===== src/rtl/argmax_classifier.sv =====
// Scans the final-layer logit BRAM after the MLP finishes and reports the index and value of the
// largest signed logit over a valid/ready handshake. Ties resolve to the lowest index.
module argmax_classifier #(
  parameter int unsigned DATA_WIDTH  = 16,
  parameter int unsigned NUM_CLASSES = 10,
  parameter int unsigned ADDR_WIDTH  = (NUM_CLASSES > 1) ? $clog2(NUM_CLASSES) : 1
) (
  input  logic                  clk,
  input  logic                  rst,
  input  logic                  start,
  output logic                  busy,
  output logic                  rden,
  output logic [ADDR_WIDTH-1:0] rdaddr,
  input  logic [DATA_WIDTH-1:0] q,
  output logic [ADDR_WIDTH-1:0] class_out,
  output logic [DATA_WIDTH-1:0] max_value,
  output logic                  result_valid,
  input  logic                  result_ready
);

  localparam logic [ADDR_WIDTH-1:0] LastIdx = ADDR_WIDTH'(NUM_CLASSES - 1);

  typedef enum logic [1:0] {StIdle, StScan, StLast, StResult} state_e;

  state_e                  state_q;
  logic                    data_valid_q;
  logic [ADDR_WIDTH-1:0]   data_idx_q;
  logic [DATA_WIDTH-1:0]   best_val_q, best_val_d;
  logic [ADDR_WIDTH-1:0]   best_idx_q, best_idx_d;

  // Running best including the element currently on q, so the final compare can be folded
  // directly into the registered result on the edge that leaves StLast.
  always_comb begin
    best_val_d = best_val_q;
    best_idx_d = best_idx_q;
    if (data_valid_q &&
        ((data_idx_q == '0) || ($signed(q) > $signed(best_val_q)))) begin
      best_val_d = q;
      best_idx_d = data_idx_q;
    end
  end

  always_ff @(posedge clk or posedge rst) begin
    if (rst) begin
      state_q      <= StIdle;
      busy         <= 1'b0;
      rden         <= 1'b0;
      rdaddr       <= '0;
      class_out    <= '0;
      max_value    <= '0;
      result_valid <= 1'b0;
      data_valid_q <= 1'b0;
      data_idx_q   <= '0;
      best_val_q   <= '0;
      best_idx_q   <= '0;
    end else begin
      // q lags the address by one cycle, so the valid flag lags rden by one cycle.
      data_valid_q <= rden;
      if (data_valid_q) begin
        best_val_q <= best_val_d;
        best_idx_q <= best_idx_d;
        if (data_idx_q != LastIdx) begin
          data_idx_q <= data_idx_q + ADDR_WIDTH'(1);
        end
      end

      unique case (state_q)
        StIdle: begin
          if (start) begin
            state_q    <= StScan;
            busy       <= 1'b1;
            rden       <= 1'b1;
            rdaddr     <= '0;
            data_idx_q <= '0;
          end
        end
        StScan: begin
          if (rdaddr == LastIdx) begin
            state_q <= StLast;
            rden    <= 1'b0;
            rdaddr  <= '0;
          end else begin
            rdaddr <= rdaddr + ADDR_WIDTH'(1);
          end
        end
        StLast: begin
          state_q      <= StResult;
          result_valid <= 1'b1;
          class_out    <= best_idx_d;
          max_value    <= best_val_d;
        end
        StResult: begin
          if (result_ready) begin
            state_q      <= StIdle;
            result_valid <= 1'b0;
            busy         <= 1'b0;
          end
        end
        default: state_q <= StIdle;
      endcase
    end
  end

endmodule

===== config.mk =====
export PLATFORM = sky130hd
export DESIGN_NAME = argmax_classifier
export DESIGN_NICKNAME = d
export VERILOG_FILES = /design/src/rtl/argmax_classifier.sv
export SDC_FILE = /design/constraint.sdc
export NUM_CORES = 1
export LEC_CHECK = 0
export BUFFER_PORTS_ARGS = -buffer_cell sky130_fd_sc_hd__clkbuf_2
export CORE_MARGIN = 4
export CORE_UTILIZATION = 60
export DETAILED_ROUTE_END_ITERATION = 10
export GPL_TIMING_DRIVEN = 0
export PLACE_DENSITY = 0.87
export SYNTH_ARGS = -nofsm -noshare
export SYNTH_HDL_FRONTEND = slang
export SYNTH_SLANG_ARGS = --single-unit

===== constraint.sdc =====
create_clock -name clk -period 4.9 [get_ports clk]
set_clock_uncertainty 0.2 [all_clocks]
set_input_delay 0.735 -clock clk [delete_from_list [all_inputs] [get_ports clk]]
set_output_delay 0.735 -clock clk [all_outputs]
set_load 0.1 [all_outputs]

==> results summary <==
The quantity of gates resized following cts is 0. The met1 capacity usage during global routing came out at between 20% and 30%. The worst register-to-register path begins at best_val_q[15]$_DFFE_PP0P_. In the synthesized netlist, the number of instances is approximately 230.

After clock tree synthesis, the clock-pin slew on the worst setup and hold paths is 0.09 ns. Compared with the post-synthesis result, the final layout area differs by 14.7%. The stage delay of the slowest cell on the critical path is ~0.56 ns.

Setup repair after global routing left no endpoint under its margin. The number of top-level design ports came out at 47. The met2 demand-to-capacity share in global routing is 30.6%. Buffers placed on the I/O ports in this run total 46.

The sum of negative setup slack is 0 ns. The leftover overflow at the end of global routing came out at 0. STA puts the critical path data required time at 4.88 ns. The achievable frequency came out at around 280 MHz. The post-CTS repair timing setup buffer count is 0. The routed layout has 1,835 vias. Grouping stages by cell kind, the critical path spends the most delay in simple AND/OR/NAND/NOR gates. The y dimension of the die is 75.9 um.

The final RePlAce weighted congestion is 0.827. The signal on the critical path passes through clkbuf_2 > ha_1 > nand4_2 > nor4_2 > o21ai_1 > and4_1 > o31ai_4 > buf_12 > mux2_4 > mux2_4. The CTS sink count came out at 54. Entering global routing, the biggest net connects 38 pins. The worst setup path is launched from an input pin. The share of cells above drive strength 1 is 34.9%.

The layout net count is 328. The number of buffers inserted during clock tree synthesis is 5. The count of unresolved DRC violations after routing came out at 0.

The initial antenna violation count is 0. The slowest stage cell on the critical path is sky130_fd_sc_hd__o31ai_4. The utilization of the core after routing came out at a little under three quarters. In this run the critical register-to-register path is captured at max_value[15]$_DFFE_PP0P_.

The arrival time of data at the critical path endpoint came out at 3.57 ns. The horizontal extent of the die is about 76 um. The number of pins exceeding their max-slew limit in the final report came out at 0.

TritonCTS built the clock tree. Dividing the final minimum period by the clock period gives 73.2%. The repair_antennas step left the layout with diodes totalling 0. The final wirelength is 5070 um. The number of violations of the max-capacitance limit came out at 0. The first global-routing pass estimated 8740 um of wire. The area of the multi-input gates is ~1300 sq um. Dividing the detail-routed via count by the number of cells gives around 5.5.

The register area is 1350 sq um. The hold violation count in the final report is 0. The detail-routed net length per standard cell came out at 15.1 um. The endpoint class of the critical path is a flop.

The time the final worst path needs with I/O delays and setup came out at 3.59 ns. During synthesis, Yosys emitted a total of 0 warnings. A synthesized cell averages 12.1 sq um. The worst-case clock buffer depth is 2. The setup path with the least slack is of type in2reg.

In the global route stage, met3 resource usage came out at 3.91%. Clock tree synthesis selected as its root buffer the cell sky130_fd_sc_hd__clkbuf_8. The largest fanout on the critical path came out at 10. For this block, the initial DRC count from the detailed router was 80.

Counting flops with an async set or reset pin after synthesis yields a share of 100%. The number of global-route vias before repair came out at 1,901. The run finished with clean final reports. In this run the cell area of the synthesized design comes to between 2000 and 3000 sq um. The count of TritonRoute iterations in the first routing pass is 4.

The buffer and inverter count on the worst path came out at 2. The logic depth of the worst register-to-register path is 10. The number of hold buffers added after cts came out at 0. Fill cells in the final layout number 319. The total core area came out at ~4400 sq um. The critical path launch point is q[15]. The layer flagged by global routing as most heavily used is met2. The remaining antenna violation count after routing is 0. The floorplan row count came out at 24. The number of unique standard cell types used by synthesis came out at 38. The area of the die is 5760 sq um. The setup violation total in the final timing report came out at 0. The most numerous cell type found on the critical path is sky130_fd_sc_hd__mux2_4. The clock insertion delay at the later pin of the skew report came out at 0.30 ns. At the pin with the least slew margin, the transition time is a little over 0.7 ns. The relative slew slack came out at 52.8%. The synthesized netlist net count came out at 274. The starting utilization of the core area came out at 62.7%. After synthesis the netlist holds a flip-flop and latch count of 54. For this run, the leading register cell type out of synthesis is sky130_fd_sc_hd__dfrtp_1. Detailed placement ended at an HPWL of 3920 um. The number of enable flip-flop cells after synthesis came out at 0. The H-tree level count came out at 2. For this run, the total global-route usage over all layers was measured as a little under a fifth.

In this run the worst hold path is classified as in2async. The proportion of synthesized chip area in sequential cells came out at 48.8%. The internal reg-to-reg setup slack came out at around 1.5 ns.
## synth_stat cells (2+ instances only)
| cell type | n | area [sq um] |
|---|---|---|
| sky130_fd_sc_hd__ha_1 | 25 | 313 |
| sky130_fd_sc_hd__clkbuf_1 | 2 | 7.51 |
| sky130_fd_sc_hd__mux2_2 | 20 | 225 |
| sky130_fd_sc_hd__nor2_1 | 11 | 41.3 |
| sky130_fd_sc_hd__nand3_1 | 2 | 10.0 |
| sky130_fd_sc_hd__nor3_1 | 2 | 10.0 |
| sky130_fd_sc_hd__a21oi_1 | 9 | 45.0 |
| sky130_fd_sc_hd__o31ai_1 | 2 | 15.0 |
| sky130_fd_sc_hd__nor3b_1 | 2 | 15.0 |
| sky130_fd_sc_hd__nand2b_1 | 2 | 12.5 |
| sky130_fd_sc_hd__o21ai_0 | 10 | 50.1 |
| sky130_fd_sc_hd__dfrtp_1 | 54 | 1350 |
| sky130_fd_sc_hd__inv_1 | 24 | 90.1 |
| sky130_fd_sc_hd__nor2b_1 | 2 | 12.5 |
| sky130_fd_sc_hd__nand4_1 | 3 | 18.8 |
| sky130_fd_sc_hd__nand2_1 | 20 | 75.1 |
| sky130_fd_sc_hd__mux2_4 | 18 | 270 |
## sequential cells by signal, summed over array words and instances, names as in the netlist
register,count
class_out,4
data_idx_q,4
data_valid_q,1
best_val_q,16
best_idx_q,4
max_value,16
rden,1
state_q,2
busy,1
rdaddr,4
result_valid,1
## layout make-up
class                      count  area share, %
inverter                      24           2.84
multi-input combinational    147           40.8
tap                           52           2.05
timing repair buffer          47           7.89
sequential                    54           42.6
clock buffer                   7           2.72
clock inverter                 1          0.158
buffer                         4          0.986
## worst max path at each step
stage	endpoint	slack, ns	cells after the start
2_1_floorplan	class_out[0]$_DFFE_PP0P_	1.51	9
3_3_place_gp	class_out[0]$_DFFE_PP0P_	1.06	10
3_5_place_dp	max_value[15]$_DFFE_PP0P_	0.99	10
4_1_cts	max_value[15]$_DFFE_PP0P_	1.31	10
5_1_grt	class_out[0]$_DFFE_PP0P_	1.15	10
6_report	max_value[15]$_DFFE_PP0P_	1.31	10
## metrics by stage
step	instance area (sq um)	hold slack, ns	setup WS (ns)	instances
floorplan	2770	0.265	1.51	229
global placement	3060	0.228	1.06	327
detailed placement	3080	0.225	0.992	328
CTS	3170	0.198	1.31	336
global route	3170	0.211	1.15	336
finish	3170	0.187	1.31	336
## logic make-up (layout without fill, tap and decap cells)
logic type,count (synthesis),after routing,share of synthesized area [%]
flops,54,54,48.8
simple gates,52,52,9.77
mux,39,39,18.3
compound gates,29,29,6.78
buf+inv,28,83,4.39
fa+ha+maj,25,25,11.3
xor+xnor,2,2,0.633
## worst register-to-register path, delay by kind of cell (launching register included)
family | cells | cell delay, ns
simple gates | 3 | 0.81
compound gates | 2 | 0.75
mux | 2 | 0.57
flops | 1 | 0.36
fa+ha+maj | 1 | 0.36
buf+inv | 2 | 0.28
## per-layer routing
metal,vias up,wire [um],part of all wire (%)
li1,901,-,-
met1,890,2240,44
met2,37,2540,50
met3,7,202,4.0
met4,0,76,1.5
met5,-,0,0
## cells in the final DEF, fill, tap and decap left out, types with 3 or more instances in the layout
cell / synthesis / final
sky130_fd_sc_hd__nand2_1: 20 / 20
sky130_fd_sc_hd__ha_1: 25 / 25
sky130_fd_sc_hd__a21oi_1: 9 / 9
sky130_fd_sc_hd__nor2_1: 11 / 11
sky130_fd_sc_hd__clkbuf_8: 0 / 6
sky130_fd_sc_hd__o21ai_0: 10 / 10
sky130_fd_sc_hd__mux2_4: 18 / 18
sky130_fd_sc_hd__mux2_2: 20 / 20
sky130_fd_sc_hd__clkbuf_1: 2 / 3
sky130_fd_sc_hd__inv_1: 24 / 23
sky130_fd_sc_hd__nand4_1: 3 / 3
sky130_fd_sc_hd__clkbuf_2: 0 / 46
sky130_fd_sc_hd__dfrtp_1: 54 / 54
Power is not shown: default switching activity piles up to over one toggle a cycle in this logic, so the estimate is an artifact.
